### src/rtl/cam_pkg.sv
// Shared types and defaults for the camera frame-control slice.
package cam_pkg;

  typedef enum logic [1:0] {
    IDLE     = 2'd0,
    WAIT_SOF = 2'd1,
    ACTIVE   = 2'd2
  } state_t;

  localparam logic [1:0] MODE_RAW  = 2'd0;
  localparam logic [1:0] MODE_GREY = 2'd1;

  localparam int H_ACTIVE_DEF = 1280;
  localparam int V_ACTIVE_DEF = 960;
  localparam int COORD_W      = 11;

endpackage

### src/rtl/sync_edge_det.sv
// Registers a single-bit strobe once and reports its rising and falling edges.
module sync_edge_det (
  input  logic i_clk,
  input  logic i_rst_n,
  input  logic i_d,
  output logic o_rise,
  output logic o_fall
);

  logic r_q;

  // previous-cycle copy of the input
  always_ff @(posedge i_clk or negedge i_rst_n) begin
    if (!i_rst_n) begin
      r_q <= 1'b0;
    end else begin
      r_q <= i_d;
    end
  end

  assign o_rise = i_d & ~r_q;
  assign o_fall = ~i_d & r_q;

endmodule

### src/rtl/bayer_frame_ctrl.sv
// Frame sequencer: gates sensor strobes into pixel valid, tracks X/Y, and
// applies run/stop and mode changes only on frame boundaries.
module bayer_frame_ctrl
  import cam_pkg::*;
#(
  parameter int H_ACTIVE = H_ACTIVE_DEF,
  parameter int V_ACTIVE = V_ACTIVE_DEF,
  parameter int MODE_W   = 2
) (
  input  logic              iCLK,
  input  logic              iRST,
  input  logic              iFVAL,
  input  logic              iLVAL,
  input  logic              iSTART,
  input  logic              iSTOP,
  input  logic [MODE_W-1:0] iMODE_REQ,
  input  logic              iMODE_STB,
  output logic [10:0]       oX_Cont,
  output logic [10:0]       oY_Cont,
  output logic              oDVAL,
  output logic              oLB_CLKEN,
  output logic [MODE_W-1:0] oMODE,
  output logic [31:0]       oFRAME_CNT,
  output logic              oBUSY,
  output logic              oERR
);

  localparam logic [COORD_W-1:0] X_MAX = COORD_W'(H_ACTIVE - 1);
  localparam logic [COORD_W-1:0] Y_MAX = COORD_W'(V_ACTIVE - 1);

  state_t              r_state;
  state_t              w_next_state;
  logic                w_sof;
  logic                w_frame_end;
  logic                w_fval_rise;
  logic                w_fval_fall;
  logic                w_lval_rise;
  logic                w_lval_fall;
  logic                w_pix;

  logic [COORD_W-1:0]  r_x;
  logic [COORD_W-1:0]  r_y;
  logic                r_x_full;
  logic                r_y_full;
  logic                r_line_px;
  logic [COORD_W-1:0]  r_x_out;
  logic [COORD_W-1:0]  r_y_out;
  logic                r_dval;
  logic [MODE_W-1:0]   r_mode;
  logic [MODE_W-1:0]   r_pend_mode;
  logic                r_pend_vld;
  logic                r_stop_req;
  logic [31:0]         r_frame_cnt;
  logic                r_err;

  sync_edge_det u_fval_edge (
    .i_clk   (iCLK),
    .i_rst_n (iRST),
    .i_d     (iFVAL),
    .o_rise  (w_fval_rise),
    .o_fall  (w_fval_fall)
  );

  sync_edge_det u_lval_edge (
    .i_clk   (iCLK),
    .i_rst_n (iRST),
    .i_d     (iLVAL),
    .o_rise  (w_lval_rise),
    .o_fall  (w_lval_fall)
  );

  assign w_pix = iFVAL & iLVAL;

  // state register
  always_ff @(posedge iCLK or negedge iRST) begin
    if (!iRST) begin
      r_state <= IDLE;
    end else begin
      r_state <= w_next_state;
    end
  end

  // next state plus frame-boundary strobes; iSTOP beats iSTART and SOF
  always_comb begin
    w_next_state = r_state;
    w_sof        = 1'b0;
    w_frame_end  = 1'b0;
    case (r_state)
      IDLE: begin
        if (iSTART && !iSTOP) begin
          w_next_state = WAIT_SOF;
        end else begin
          w_next_state = IDLE;
        end
      end
      WAIT_SOF: begin
        if (iSTOP) begin
          w_next_state = IDLE;
        end else if (w_fval_rise) begin
          w_next_state = ACTIVE;
          w_sof        = 1'b1;
        end else begin
          w_next_state = WAIT_SOF;
        end
      end
      ACTIVE: begin
        if (w_fval_fall) begin
          w_frame_end  = 1'b1;
          w_next_state = (r_stop_req || iSTOP) ? IDLE : WAIT_SOF;
        end else begin
          w_next_state = ACTIVE;
        end
      end
      default: begin
        w_next_state = IDLE;
      end
    endcase
  end

  // frame bookkeeping: count, stop request, pending and applied mode
  always_ff @(posedge iCLK or negedge iRST) begin
    if (!iRST) begin
      r_frame_cnt <= 32'd0;
      r_stop_req  <= 1'b0;
      r_mode      <= MODE_W'(MODE_RAW);
      r_pend_mode <= MODE_W'(MODE_RAW);
      r_pend_vld  <= 1'b0;
    end else begin
      if (w_frame_end) r_frame_cnt <= r_frame_cnt + 32'd1;
      if (w_sof) begin
        r_stop_req <= 1'b0;
      end else if ((r_state == ACTIVE) && iSTOP) begin
        r_stop_req <= 1'b1;
      end
      // a strobe on the SOF cycle stays pending for the following frame
      if (w_sof) begin
        if (r_pend_vld) r_mode <= r_pend_mode;
        r_pend_vld <= iMODE_STB;
      end else if (iMODE_STB) begin
        r_pend_vld <= 1'b1;
      end
      if (iMODE_STB) r_pend_mode <= iMODE_REQ;
    end
  end

  // pixel qualification and saturating X/Y coordinates
  always_ff @(posedge iCLK or negedge iRST) begin
    if (!iRST) begin
      r_dval    <= 1'b0;
      r_x       <= '0;
      r_y       <= '0;
      r_x_full  <= 1'b0;
      r_y_full  <= 1'b0;
      r_line_px <= 1'b0;
      r_x_out   <= '0;
      r_y_out   <= '0;
      r_err     <= 1'b0;
    end else begin
      r_dval <= w_pix & (r_state == ACTIVE);
      if (w_sof) begin
        r_x       <= '0;
        r_y       <= '0;
        r_x_full  <= 1'b0;
        r_y_full  <= 1'b0;
        r_line_px <= 1'b0;
      end else if (r_state == ACTIVE) begin
        if (w_pix) begin
          r_x_out   <= r_x;
          r_y_out   <= r_y;
          r_line_px <= 1'b1;
          if (r_x_full || r_y_full) r_err <= 1'b1;
          if (r_x == X_MAX) begin
            r_x_full <= 1'b1;
          end else begin
            r_x <= r_x + 11'd1;
          end
        end else if (w_lval_fall) begin
          r_x      <= '0;
          r_x_full <= 1'b0;
          if (r_line_px) begin
            if (r_y == Y_MAX) begin
              r_y_full <= 1'b1;
            end else begin
              r_y <= r_y + 11'd1;
            end
          end
        end else if (w_lval_rise) begin
          r_line_px <= 1'b0;
        end
      end
    end
  end

  assign oX_Cont    = r_x_out;
  assign oY_Cont    = r_y_out;
  assign oDVAL      = r_dval;
  assign oLB_CLKEN  = r_dval;
  assign oMODE      = r_mode;
  assign oFRAME_CNT = r_frame_cnt;
  assign oBUSY      = (r_state != IDLE);
  assign oERR       = r_err;

endmodule

### config.mk
export PLATFORM = sky130hd
export DESIGN_NAME = bayer_frame_ctrl
export DESIGN_NICKNAME = d
export VERILOG_FILES = /design/src/rtl/cam_pkg.sv /design/src/rtl/sync_edge_det.sv /design/src/rtl/bayer_frame_ctrl.sv
export SDC_FILE = /design/constraint.sdc
export NUM_CORES = 1
export LEC_CHECK = 0
export ABC_AREA = 1
export BUFFER_PORTS_ARGS = -buffer_cell sky130_fd_sc_hd__buf_2
export CAP_MARGIN = 20
export CORE_ASPECT_RATIO = 0.7
export CORE_MARGIN = 8
export CORE_UTILIZATION = 50
export DETAILED_ROUTE_END_ITERATION = 10
export PLACE_DENSITY = 0.71
export SLEW_MARGIN = 5
export SYNTH_ARGS = -nofsm -noshare
export SYNTH_HDL_FRONTEND = slang
export SYNTH_SLANG_ARGS = --single-unit
### constraint.sdc
create_clock -name iCLK -period 2.7 [get_ports iCLK]
set_input_delay 0.675 -clock iCLK [delete_from_list [all_inputs] [get_ports iCLK]]
set_output_delay 0.675 -clock iCLK [all_outputs]
set_load 0.03 [all_outputs]
# Yosys cells after proc, flatten, opt, wreduce, memory -nomap -nowiden
# Cells that the tools add are included.
# op_classes
n_addsub,3
eq_ne,9
n_mux,42
bitwise_logic,11
n_reduce_logical,23
# ops
op,count
11-bit two-way mux,11
"32-bit by 1-bit adder with 32-bit output, second input constant",1
1-bit two-way mux,27
"11-bit by 1-bit adder with 11-bit output, second input constant",2
2-bit nonzero test,7
3-bit AND reduction,4
"11-bit by 10-bit == test with 1-bit output, second input constant",1
"11-bit == test, second input constant",1
5-bit AND reduction,2
1-bit AND,6
2-bit two-way mux,3
"3-bit inequality test, second input constant",2
2-bit one-hot mux with 3 select lines,1
3-bit nonzero test,2
1-bit NOT,5
"2-bit inequality test, second input constant",2
4-bit AND reduction,1
"3-bit by 2-bit inequality test with 1-bit output, second input constant",1
"2-bit by 1-bit == test with 1-bit output, second input constant",1
"2-bit == test, second input constant",1
1-bit logical AND,2
2-bit logical NOT,1
1-bit logical OR,2
2-bit AND reduction,1
1-bit logical NOT,1
# totals
ff_bits,91
in_bits,9
output_inout_bits,60
wordCells,105

# Logic depth before layout (Yosys ltp)
# Gate-level depths: netlist (run 1).
# depth
word_depth,7
depth_mapped,10
mapped_depth_nobuf,10

# By module
# From an unflattened synthesis (run 1), not the netlist that was laid out.
# hier_totals
hier_cells,570
area_unflattened_um2,4568.1
# modules_own_cells
mod,instances,cells_per_inst,area_per_inst_um2,seq_area_each_um2
bayer_frame_ctrl,1,560,4488.1,2227.1
sync_edge_det,2,5,40.0,25.0

# Worst setup path before layout (run 1)
# OpenSTA, ideal clock, no wires.
# synth_timing
path_type,register to register
from,"register r_frame_cnt[1], in the netlist oFRAME_CNT[1]"
to,"register r_frame_cnt[22], in the netlist oFRAME_CNT[22]"
setup_ns,0.065
arrival_ns,1.576
t_required_ns,2.635
setup_slack_ns,1.059
stages_incl_launch_ff,10
path_buffers,0
cell_sequence,dfrtp_1 ha_1 nand3_2 inv_1 nand2_1 nor2_2 nand2_1 nor2_1 nand3_1 nand2_1
# synth_between
elab_chain_len,1
# synth_lines
element,line_no,source
from (decl),bayer_frame_ctrl.sv:53,logic [31:0] r_frame_cnt;
from (signal assigned),bayer_frame_ctrl.sv:129,if (w_frame_end) r_frame_cnt <= r_frame_cnt + 32'd1;
32-bit by 1-bit adder with 32-bit output,bayer_frame_ctrl.sv:129,
# No other way between the ends.
# A chain may end at the register's enable or synchronous reset.

# Worst setup path after layout (run 1)
# layout_timing
from,register r_state[0]
to,output oBUSY
# layout_between
elab_chain_len,1
# layout_lines
element,line_no,source
from (decl),bayer_frame_ctrl.sv:31,state_t r_state;
from (signal assigned),bayer_frame_ctrl.sv:79,r_state <= w_next_state;
2-bit nonzero test,bayer_frame_ctrl.sv:200,assign oBUSY = (r_state != IDLE);
to (decl),bayer_frame_ctrl.sv:24,"output logic oBUSY,"
# No other way between the ends.

==> results of run 1 <==
## metal layers
layer / GRT usage [%] / part of all wire [%] / vias to the layer above
met2: 26.65 / 42 / 119
met5: 0 / 0 / -
li1: - / - / 2038
met1: 26.28 / 50 / 1921
met4: 6.684 / 1.5 / 0
met3: 5.372 / 6.4 / 12
## layout by cell type, fill, tap and decap left out, types with 8 or more instances in the layout
cell       instances
nand2_1          207
dfrtp_1           91
nand3_1           31
nor2_4             9
nand3b_1           8
clkbuf_16          9
nor3_1            10
nor2_1            60
xor2_1            16
nand2_2            9
inv_1             51
nand4_1           13
o21ai_0           35
buf_2             67
## metrics by stage
step                setup WS, ps  hold slack [ps]
floorplan                   1059            379.4
global placement           750.3            460.4
detailed placement         665.6            464.6
finish                     868.0            285.3
CTS                        876.4            306.2
global route               793.8            326.2
## registers in the layout, indices dropped and copies added, names as in the netlist
name,flops
r_state,2
oERR,1
u_fval_edge.r_q,1
r_x_full,1
r_y,11
r_stop_req,1
oMODE,2
r_pend_mode,2
r_x,11
oY_Cont,11
u_lval_edge.r_q,1
oFRAME_CNT,32
r_line_px,1
oX_Cont,11
r_y_full,1
oDVAL,1
r_pend_vld,1
## final cells by class
class,count,area [um2]
Timing Repair Buffer,71,377.9
Sequential cell,91,2277
Fill cell,855,3642
Clock buffer,9,225.2
Inverter,55,209.0
Tap cell,124,155.1
Clock inverter,7,68.82
Multi-Input combinational cell,440,2152
## cells by family (layout without fill, tap and decap cells)
logic type / Yosys count / after routing / synth area share, %
AOI/OAI and AO/OA: 51 / 51 / 5.679
xor gates and xnor gates: 23 / 23 / 4.292
and+or+nand+nor: 363 / 363 / 35.08
buffers and inverters: 64 / 142 / 5.625
DFF: 91 / 91 / 48.52
adders and majority gates: 3 / 3 / 0.7999
## power by group through the flow
| stage | Sequential (mW) | Clock [mW] | Combinational (mW) |
|---|---|---|---|
| finish | 1.63 | 1.25 | 0.550 |
| global placement | 1.64 | 0 | 0.549 |
| global route | 1.65 | 1.32 | 0.613 |
| CTS | 1.63 | 1.27 | 0.561 |
| detailed placement | 1.65 | 0 | 0.558 |
| floorplan | 1.78 | 0 | 0.229 |
## path summary, 6_finish.rpt
| check | start | endpoint | cells after the start |
|---|---|---|---|
| max | r_state[0] | oBUSY | 3 |
| min | iRST | r_x[2] | 1 |
| max reg2reg | r_y[0] | r_y[5] | 9 |
| min reg2reg | oY_Cont[7] | oY_Cont[7] | 2 |
| max in group asynchronous | iRST | oFRAME_CNT[17] | 2 |
| min in group iCLK | oY_Cont[7] | oY_Cont[7] | 2 |
## critical path, delay by kind of cell (launching register included)
kind / cells / cell delay, ps
AND/OR/NAND/NOR: 1 / 100
buffers and inverters: 2 / 290
flip-flops: 1 / 420
==> results, run 1 <==
- The final-layout setup total negative slack is 0 ps.
- Buffers inserted to repair hold after CTS numbered 0.
- Global routing finished with a remaining overflow of 0.
- The register share of total power is ~48%.
- The count of final max-slew check failures is 0.
- Dividing the detail-routed wire length by the instance count gives approximately 14 um.
- The via count of the first global-routing pass is around 4,000.
- Synthesis produced a netlist with a net count of around 610.
- The summed instance area of the synthesized netlist is 4693 um2.
- The clock net in this run drives a total of 91 sinks.
- In this run the horizontal extent of the chip is between 100 and 150 um.
- The total area inside the core boundary comes to about 9000 um2.
- The post-layout minimum cycle time is about 1800 ps.
- nand2_1 is the most common cell in the netlist.
- The main flop type after synthesis is dfrtp_1.
- The tightest slew margin relative to the limit is ~67%.
- The cell accounting for the most synthesized area is dfrtp_1.
- The site row count is 29.
- The congestion estimate from routability-driven global placement came to about 0.87.
- The path class of the tightest hold or removal check is in2async.
- For this run, the slowest stage of the critical path takes approximately 420 ps.
- The power density of the placed cells is around 630 nW/um2.
- The biggest fanout along the worst timing path is 4.
- The number of distinct library cells after synthesis is 32.
- The maximum level of the CTS H-tree is 3.
- In the post-synthesis netlist, the biggest area contributors are dfrtp_1, nand2_1, nor2_1, inv_1, o21ai_0.
- The arrival time of the worst setup path is 1160 ps.
- For the pin with the worst max-slew slack, the measured transition is 488.3 ps.
- Dividing the detail-routed via count by the number of cells gives just over 5.
- The layout overhead on the synthesized area is 16.45%.
- Max-cap violations in this run came to 0.
- The worst setup path is launched from a flop.
- Total power for the finished layout comes to about 3.4 mW.
- Counting along the longest clock path gives a buffer depth of 2.
- The standard cell with the maximum stage delay on the critical path is dfrtp_1.
- The cell count after synthesis came out at just under 600.
- The portion of synthesized cell area occupied by the leading cell type is between 40 and 50%.
- Once detail routing completed, the nets flagged for antenna violations numbered 0.
- Once detailed placement completed, the half-perimeter wirelength came to slightly below 9000 um.
- The internal power contribution is ~2.4 mW.
- The number of hold violations in the final report is 0.
- The first detailed-routing pass ran for 4 iterations.
- The share of cells above drive strength 1 is approximately 18%.
- The total cell area at the placement stage is ~5200 um2.
- The number of nets in the layout is about 700.
- The run finished with clean final reports.
- The critical path capture point type is an output pin.
- TritonCTS built the clock tree.
- The fraction of power consumed by the clock network is between 30% and 40%.
- The worst ir drop on vdd is roughly 0.47 mV.
- After layout, the worst path uses just under 70% of the clock period.
- Net switching is a little under a third of the power.
- The power spent charging and discharging nets is approximately 1.0 mW.
- The flip-flop and latch count after synthesis is 91.
- Data on the critical path is required at its endpoint by approximately 2000 ps.
- For this run, the number of standard cells in the final layout without fillers is around 800.
- The type of the worst setup path is reg2out.
- The final route contains approximately 4,000 vias.
- In this run the count of I/O pins placed on the die edge is just under 70.
- The maximum number of pins on one net before global-route repair is 42.
- By count the netlist is led by nand2_1, dfrtp_1, nor2_1, inv_1, o21ai_0.
- Port buffering added between 60 and 70 buffers.
- Including well taps, the total number of placed cells is between 700 and 800.
- The maximum clock frequency is 545.8 MHz.
- Sequential elements use about half of the synthesized area.
- Yosys mapped a number of flops with a built-in enable equal to 0.
- The antenna diode count is 0.
- Combinational logic is responsible for 16.1% of the overall power.
- The final design utilization is around three fifths.
- The reg-to-reg setup timing slack is between 900 and 1000 ps.
- The total of endpoints with negative setup slack in the final report is 0.
- For this design the static power due to leakage is between 2 and 3 nW.
- The clock network latency to the later pin of the worst-skew pair is about 340 ps.
- After detailed routing, the number of remaining DRC violations is 0.
- The initial antenna violation count is 0.
- Once the floorplan was initialized, standard cells occupied 51.53% of the core.
- The quantity of gates resized following cts is 0.
- TritonCTS created 9 clock buffers.
- The count of routing violations after the opening detailed-route iteration is 260.
- Setup repair after global routing left no endpoint under its margin.
- The clock-pin slew on the worst setup and hold paths is about 70 ps.
- The master cell of the clock root buffer is clkbuf_16.
- Yosys printed 0 warnings.
- The signal on the critical path passes through inv_2 > nand2_1 > buf_2.
- Post-CTS timing repair inserted 0 buffers for setup.
- Wires add up to 11,480 um.
- Clock skew on the completed layout was measured at about 5.5 ps.
- The share of async-settable or async-resettable flops after synthesis is 100.0%.
- The finished cells cover around 5500 um2.
- The global-route usage over all layers is 18.67%.
- The first global-routing pass estimated 19,650 um of wire.
- The average instance area after synthesis is around 7.9 um2.
- The floorplan die height is slightly below 100 um.
- The floorplan step defined a die boundary enclosing about 13,000 um2.
(Power assumes the default switching activity.)
==> run 2, diff against run 1 <==
--- a/config.mk
+++ b/config.mk
@@ -12,7 +12,7 @@
 export CORE_MARGIN = 8
 export CORE_UTILIZATION = 50
 export DETAILED_ROUTE_END_ITERATION = 10
-export PLACE_DENSITY = 0.71
+export PLACE_DENSITY = 0.74
 export SLEW_MARGIN = 5
 export SYNTH_ARGS = -nofsm -noshare
 export SYNTH_HDL_FRONTEND = slang
==> constraint.sdc (replaced) <==
create_clock -name iCLK -period 1.65 [get_ports iCLK]
set_input_delay 0.4125 -clock iCLK [delete_from_list [all_inputs] [get_ports iCLK]]
set_output_delay 0.4125 -clock iCLK [all_outputs]
set_load 0.03 [all_outputs]
==> run 2 against run 1 <==
  * Via count up 1.8%
  * Largest power group unchanged
  * Combinational power up 84%
  * Critical endpoint is now oFRAME_CNT[15]
  * Non-clock buffer count up 21
==> results, run 2 (synthesis gave the netlist of run 1 again) <==
- The count of routing violations after the opening detailed-route iteration is 297 (+14%).
- The tightest slew margin relative to the limit was 67.17% (-0.28 points).
- Leaving out fill and tap cells, the most frequent cell in the layout is nand2_1.
- The post-cts hold buffer count is 0 (unchanged).
- The post-detailed-route DRC marker count was 0 (unchanged).
- The share of cells above drive strength 1 is 22.48% (+4.1 points).
- The type of the worst setup path is reg2reg.
- For this design, the slowest cell found on the critical path is dfrtp_1.
- The number of hold violations in the final report is 0 (unchanged).
- The routability congestion estimate from global placement is 0.9417 (+8.4%).
- The total cell area at the placement stage is 5291 um2 (+2.3%).
- The power density of the placed cells was 1016 nW/um2 (+62%).
- The arrival time of the worst setup path is 1840 ps (+680 ps).
- In this run the most used layer during global routing was met2.
- The flip-flop count of the largest register, all copies and words added is 32 (unchanged).
- The maximum buffer depth of the clock tree is 2 (unchanged).
- The met1 track demand over resource in global routing is 26.19% (-0.089 points).
- The site row count is 29 (unchanged).
- The worst hold path belongs to the class in2async.
- The boundary pin count is 69 (unchanged).
- The die width is 131.8 um (unchanged).
- The number of nets in the layout is 701 (+3.1%).
- The worst ir drop on vdd is 0.5380 mV (+14%).
- The detailed-route wire length is 11,550 um (+0.59%).
- The wire length per cell after detailed routing came to 14.12 um (-2.0%).
- The maximum level of the CTS H-tree is 3 (unchanged).
- The detailed-routing iteration count for the pre-antenna-repair pass came to 5 (+1).
- The final critical path takes up a little over nine tenths of the cycle.
- The post-layout instance count excluding filler cells is 818 (+2.6%).
- CTS placed an instance of clkbuf_16 at the clock tree root.
- Setup repair after global routing could not meet its margin everywhere.
- The core region area came to 9107 um2 (unchanged).
- The total of max-cap violations is 0 (unchanged).
- The remaining antenna violation count after routing was 0 (unchanged).
- The critical path goes through inv_2 > nor2_4 > nand2_4 > nor2_4 > nand2_4 > nor2_4 > buf_4 > xor2_1.
- The transition at the pin with the smallest max-transition slack came to 492.4 ps (+4.175 ps).
- The floorplan die height was 97.06 um (unchanged).
- The number of fill cells in the layout was 780 (-8.8%).
- The post-layout minimum cycle time is between 1500 and 2000 ps.
- The worst setup timing slack at the placement stage is 32.72 ps (-632.9 ps).
- The clock-pin slew on the worst setup and hold paths is 60 ps (about the same).
- The effective utilization at floorplan came to 51.53% (unchanged).
- In the layout the commonest cells are nand2_1, dfrtp_1, buf_2.
- The total leakage power came to 2.842 nW (+4.9%).
- The worst setup path is launched from a flop.
- The half-perimeter wire length of the detailed placement result is 8530 um (-1.3%).
- The CTS tree is built.
- The maximum clock frequency is approximately 630 MHz.
- The flow ran to the end, and the final reports show no timing, DRC or antenna violations.
- The global-route wire length before repair is 19,490 um (-0.81%).
- The number of cells after detailed placement came to 797 (+2.0%).
- The met2 track demand over resource in global routing came to 26.69% (+0.039 points).
- The global-route track usage on met3 came to 5.630% (+0.26 points).
- The worst setup margin came to 73.43 ps (-794.5 ps).
- The combined buffer and inverter count along the critical path is 2 (unchanged).
- The maximum number of pins on one net before global-route repair was 92 (+120%).
- The count of final max-slew check failures came to 0 (unchanged).
- The routed via count divided by cell count is 5.090 (-0.80%).
- The die footprint is 12,790 um2 (unchanged).
- The antenna diode count came to 0 (unchanged).
- The worst hold-check slack is 95.32 ps (-190.0 ps).
- The clock network latency to the later pin of the worst-skew pair is 340 ps (about the same).
- The CTS buffer count is 9 (unchanged).
- The final worst clock skew is 5.512 ps (+0.01882 ps).
- The number of buffer cells added on primary ports is 68 (unchanged).
- The worst setup path is captured at a flop.
- The biggest fanout along the worst timing path came to 7 (+3).
- The number of sinks handled by clock tree synthesis is 91 (unchanged).
- The required time at the worst-slack endpoint is 1910 ps (-120 ps).
- The family with the most delay on the worst path is simple AND/OR/NAND/NOR gates.
- The sum of overflow across all layers after global routing is 0 (unchanged).
- The stage delay of the slowest cell on the critical path is 400 ps (-20 ps).
- The global-route usage over all layers is 18.44% (-0.23 points).
- The via total after detailed routing is 4,164 (+1.8%).
- The total non-filler cell area in the finished layout came to 5685 um2 (+4.0%).
- The initial antenna violation count came to 0 (unchanged).
- Compared with the post-synthesis result, the final layout area differs by 21.14%.
- The total of endpoints with negative setup slack in the final report is 0 (unchanged).
- The via count of the first global-routing pass was 3,935 (-0.25%).
- The final design utilization is 62.43% (+2.4 points).
- The cell with the most instances on the worst path is nor2_4.
## run 2: cell types whose count changed in the layout (fill, tap and decap cells not counted), moves of 2 or more
| cell | change |
|---|---|
| buf_4 | +21 |
| clkinvlp_4 | -2 |
| ha_1 | -2 |
| ha_2 | +2 |
| nand2_1 | -2 |
| nand3_1 | -2 |
| nand3_2 | +2 |
| nor2_1 | -5 |
| nor2_2 | +3 |
| nor2_4 | +2 |
## run 2: final timing paths
| path | slack (ps) | start | depth (start not counted) | endpoint |
|---|---|---|---|---|
| max in group asynchronous | 1150 | iRST | 2 | oY_Cont[8] |
| min | 100 | iRST | 2 | r_x[3] |
| min reg2reg | 480 | oY_Cont[8] | 2 | oY_Cont[8] |
| max | 70 | r_state[1] | 8 | oFRAME_CNT[15] |
| min in group iCLK | 220 | iLVAL | 1 | u_lval_edge.r_q |
| max reg2reg | 70 | r_state[1] | 8 | oFRAME_CNT[15] |
## run 2: through the flow
stage	power (mW)	TNS (ps)
4_1_cts	5.824	0
3_3_place_gp	3.632	0
5_1_grt	6.059	-9.033
3_5_place_dp	3.664	0
2_1_floorplan	3.280	0
6_report	5.774	0
## run 2: final cells by class
| cell class | instances | area [um2] | area share [%] |
|---|---|---|---|
| Sequential cell | 91 | 2277 | 40.05 |
| Multi-Input combinational cell | 440 | 2200 | 38.69 |
| Timing Repair Buffer | 92 | 535.5 | 9.419 |
| Clock buffer | 10 | 229.0 | 4.027 |
| Inverter | 55 | 209.0 | 3.675 |
| Tap cell | 124 | 155.1 | 2.729 |
| Clock inverter | 6 | 80.08 | 1.408 |
## run 2: power by group
part           leakage, nW  switching [mW]  internal [mW]
clock                0.156           0.825           1.32
combinational         1.46           0.683          0.331
sequential            1.22           0.162           2.46
total                 2.84            1.67           4.10
## run 2: worst reg2reg max path, cell delays in order, from the launching register on
cell     delay, ps
dfrtp_1        400
inv_2           80
nor2_4         210
nand2_4        100
nor2_4         130
nand2_4         80
nor2_4         210
buf_4          150
xor2_1         140
## run 2: what timing repair did
action	4_1_cts	5_1_grt
resized for setup	0	15
setup endpoints to repair	0	28
setup buffers	0	5
hold endpoints to repair	0	0
## run 2: layer usage
metal  share of wire (%)  wire length [um]
met4                0.80                92
met2                  43              4938
met3                 7.1               819
met5                   0                 0
met1                  49              5698
==> run 3, diff against run 2 <==
--- a/config.mk
+++ b/config.mk
@@ -12,7 +12,8 @@
 export CORE_MARGIN = 8
 export CORE_UTILIZATION = 50
 export DETAILED_ROUTE_END_ITERATION = 10
-export PLACE_DENSITY = 0.74
+export MAX_ROUTING_LAYER = met4
+export PLACE_DENSITY = 0.71
 export SLEW_MARGIN = 5
 export SYNTH_ARGS = -nofsm -noshare
 export SYNTH_HDL_FRONTEND = slang
==> constraint.sdc (replaced) <==
create_clock -name iCLK -period 1.8 [get_ports iCLK]
set_input_delay 0.45 -clock iCLK [delete_from_list [all_inputs] [get_ports iCLK]]
set_output_delay 0.45 -clock iCLK [all_outputs]
set_load 0.03 [all_outputs]
==> run 3 against run 2 <==
  * Utilization shrank 0.80 points
  * Via count is essentially flat
  * Sequential power shrank 8.0%
  * Clock skew shrank 1.2 ps
  * Critical endpoint is now r_y[7]
  * Largest power group unchanged
==> results, run 3 (synthesis gave the netlist of run 1 again) <==
- The flow ran to the end, and the final reports show no timing, DRC or antenna violations.
- The most numerous cell type found on the critical path is nand2_1.
- The site row count is 29 (unchanged).
- The post-route clock period utilization came to 91.58% (-4.0 points).
- The count of final max-slew check failures came to 0 (unchanged).
- The final design utilization was 61.63% (-0.80 points).
- Traced cell by cell, the critical path runs through ha_1 > nand3_2 > nor2_4 > nand3_1 > nand2_1 > nand2_2 > inv_4 > nand2_1 > o21ai_1.
- The detailed-routing iteration count for the pre-antenna-repair pass came to 5 (unchanged).
- The overall power was 5.379 mW (-6.8%).
- The global-route usage over all layers is 20.04% (+1.6 points).
- The effective utilization at floorplan came to 51.53% (unchanged).
- The die width is 131.8 um (unchanged).
- In the layout the commonest cells are nand2_1, dfrtp_1, buf_2.
- The worst ir drop on vdd is 0.5381 mV (about the same).
- The global-route wire length before repair is 20,360 um (+4.5%).
- The clock network latency to the later pin of the worst-skew pair came to 340 ps (about the same).
- The flip-flop and latch area is 2277 um2 (unchanged).
- In this run the worst setup path begins at r_y[1].
- The required time at the worst-slack endpoint is 2070 ps (+160 ps).
- The CTS buffer count is 9 (unchanged).
- The half-perimeter wire length of the detailed placement result is 8993 um (+5.4%).
- The uppermost layer routed is met4.
- The wire length per cell after detailed routing was 14.81 um (+4.9%).
- The via count of the first global-routing pass is 4,061 (+3.2%).
- The number of cells traversed by the worst register-to-register path is 9 (+1).
- The core region area was 9107 um2 (unchanged).
- The count of routing violations after the opening detailed-route iteration came to 301 (+1.3%).
- The worst setup path is of the reg2reg kind.
- The floorplan die height is 97.06 um (unchanged).
- The element type at the critical path start is a flop.
- The layout overhead on the synthesized area is 19.59%.
- The maximum number of pins on one net before global-route repair is 35 (-62%).
- The stage delay of the slowest cell on the critical path is 390 ps (about the same).
- The arrival time of the worst setup path is 1920 ps (+80 ps).
- The total stage count of the critical path is 9 (+1).
- The share of cells above drive strength 1 was 19.97% (-2.5 points).
- The antenna diode count is 0 (unchanged).
- The total of endpoints with negative setup slack in the final report is 0 (unchanged).
- The number of buffer cells added on primary ports is 68 (unchanged).
- The power density of the placed cells is 958.4 nW/um2 (-5.6%).
- The destination of the critical timing path is r_y[7].
- The number of hold violations in the final report was 0 (unchanged).
- The final worst clock skew is 4.269 ps (-1.243 ps).
- The number of sinks handled by clock tree synthesis is 91 (unchanged).
- The CTS tree is built.
- The met3 layer wire length in the routed design is 817 um (-0.24%).
- The routed via count divided by cell count is 5.140 (+0.96%).
- The maximum clock frequency is 606.7 MHz (-4.4%).
- The post-detailed-route DRC marker count came to 0 (unchanged).
- The remaining antenna violation count after routing is 0 (unchanged).
- The transition at the pin with the smallest max-transition slack is 449.8 ps (-42.61 ps).
- STA classifies the critical path endpoint as a flop.
- The number of nets in the layout came to 695 (-0.86%).
- The worst hold path belongs to the class in2async.
- The biggest fanout along the worst timing path is 9 (+2).
- The die footprint is 12,790 um2 (unchanged).
- The boundary pin count is 69 (unchanged).
- The worst setup margin was 151.6 ps (+78.19 ps).
- The number of cells after detailed placement was 795 (-0.25%).
- The family with the most delay on the worst path is simple AND/OR/NAND/NOR gates.
- The total of max-cap violations came to 0 (unchanged).
- The detailed-routing wirelength on met1 is 5936 um (+4.2%).
- The combined buffer and inverter count along the critical path is 1 (-1).
- The post-layout instance count excluding filler cells is 810 (-0.98%).
- The area of combinational cells with multiple inputs is 2152 um2 (-2.2%).
- The number of fill cells in the layout is 804 (+3.1%).
- The master cell of the clock root buffer is clkbuf_16.
- The detailed-route wire length came to 12,000 um (+3.9%).
- The clock-pin slew on the worst setup and hold paths is 60 ps (about the same).
- The via total after detailed routing is 4,163 (-0.024%).
- The startpoint of the most critical register-to-register path is r_y[1].
- The initial antenna violation count is 0 (unchanged).
- The total leakage power came to 2.801 nW (-1.5%).
- The post-layout minimum cycle time is 1648 ps (+71.81 ps).
- The tightest slew margin relative to the limit came to 69.90% (+2.7 points).
- The met2 routed wirelength is 5144 um (+4.2%).
- The endpoint of the worst register-to-register path is r_y[7].
- The maximum buffer depth of the clock tree is 2 (unchanged).
- The maximum level of the CTS H-tree is 3 (unchanged).
- Setup repair after global routing left no endpoint under its margin.
- The routability congestion estimate from global placement is 0.9249 (-1.8%).
- The flip-flop count of the largest register, all copies and words added came to 32 (unchanged).
- The worst setup timing slack at the placement stage is 137.8 ps (+105.1 ps).
- The standard cell with the maximum stage delay on the critical path is dfrtp_1.
- The leading cell type in the layout, fill and taps excluded is nand2_1.
- The final-layout setup total negative slack came to 0 ps (unchanged).
- The reg-to-reg setup timing slack was 150 ps (+80 ps).
- The sum of overflow across all layers after global routing is 0 (unchanged).
[run 3: cell count changes in the layout (fill, tap and decap cells not counted), moves of 3 or more]
cell | previous run | this run
nor2_1 | 55 | 60
nor2_2 | 10 | 7
buf_4 | 24 | 17
clkinv_2 | 4 | 0
[run 3: where the power goes]
part	internal, mW	switching, mW	total [mW]
Combinational	0.294	0.622	0.916
Clock	1.28	0.771	2.05
Sequential	2.25	0.163	2.41
Total	3.82	1.56	5.38
[run 3: final cells by class]
cell class                 count  share of cell area (%)
clock buffer                  12                   4.570
clock inverter                 2                   1.070
inverter                      55                   3.723
multi-input combinational    440                   38.34
sequential                    91                   40.57
tap                          124                   2.764
timing repair buffer          86                   8.961
[run 3: worst min path at each step]
| stage | startpoint | end | slack, ps | cells after the start |
|---|---|---|---|---|
| 6_report | iRST | oX_Cont[0] | 20 | 1 |
| 3_3_place_gp | iRST | oX_Cont[0] | 390 | 1 |
| 3_5_place_dp | iRST | oX_Cont[0] | 400 | 1 |
| 4_1_cts | iRST | r_x[7] | 30 | 1 |
| 5_1_grt | iRST | oFRAME_CNT[5] | 40 | 1 |
| 2_1_floorplan | iRST | oDVAL | 150 | 0 |
[run 3: metrics by stage]
step / hold WS (ps) / area, um2
floorplan: 154.4 / 4693
global placement: 392.2 / 5289
detailed placement: 395.5 / 5289
CTS: 31.91 / 5605
global route: 40.67 / 5613
finish: 22.86 / 5613
[run 3: worst register-to-register path: stages (launching register included)]
cell and delay (ps):
dfrtp_1 390, ha_1 260, nand3_2 140, nor2_4 150, nand3_1 120, nand2_1 140
nand2_2 120, inv_4 120, nand2_1 50, o21ai_1 70
[run 3: repair_timing]
| item | in CTS | in global routing |
|---|---|---|
| hold buffers | 0 | 0 |
| setup buffers | 0 | 1 |
| endpoints found under the hold margin | 0 | 0 |
| setup endpoints to repair | 0 | 9 |
| resized for setup | 0 | 1 |
[run 3: routing by layer]
metal / global-route usage, % / up-vias
li1: - / 2066
met1: 28.06 / 1952
met2: 27.71 / 133
met3: 5.940 / 12
met4: 4.837 / 0
met5: - / -
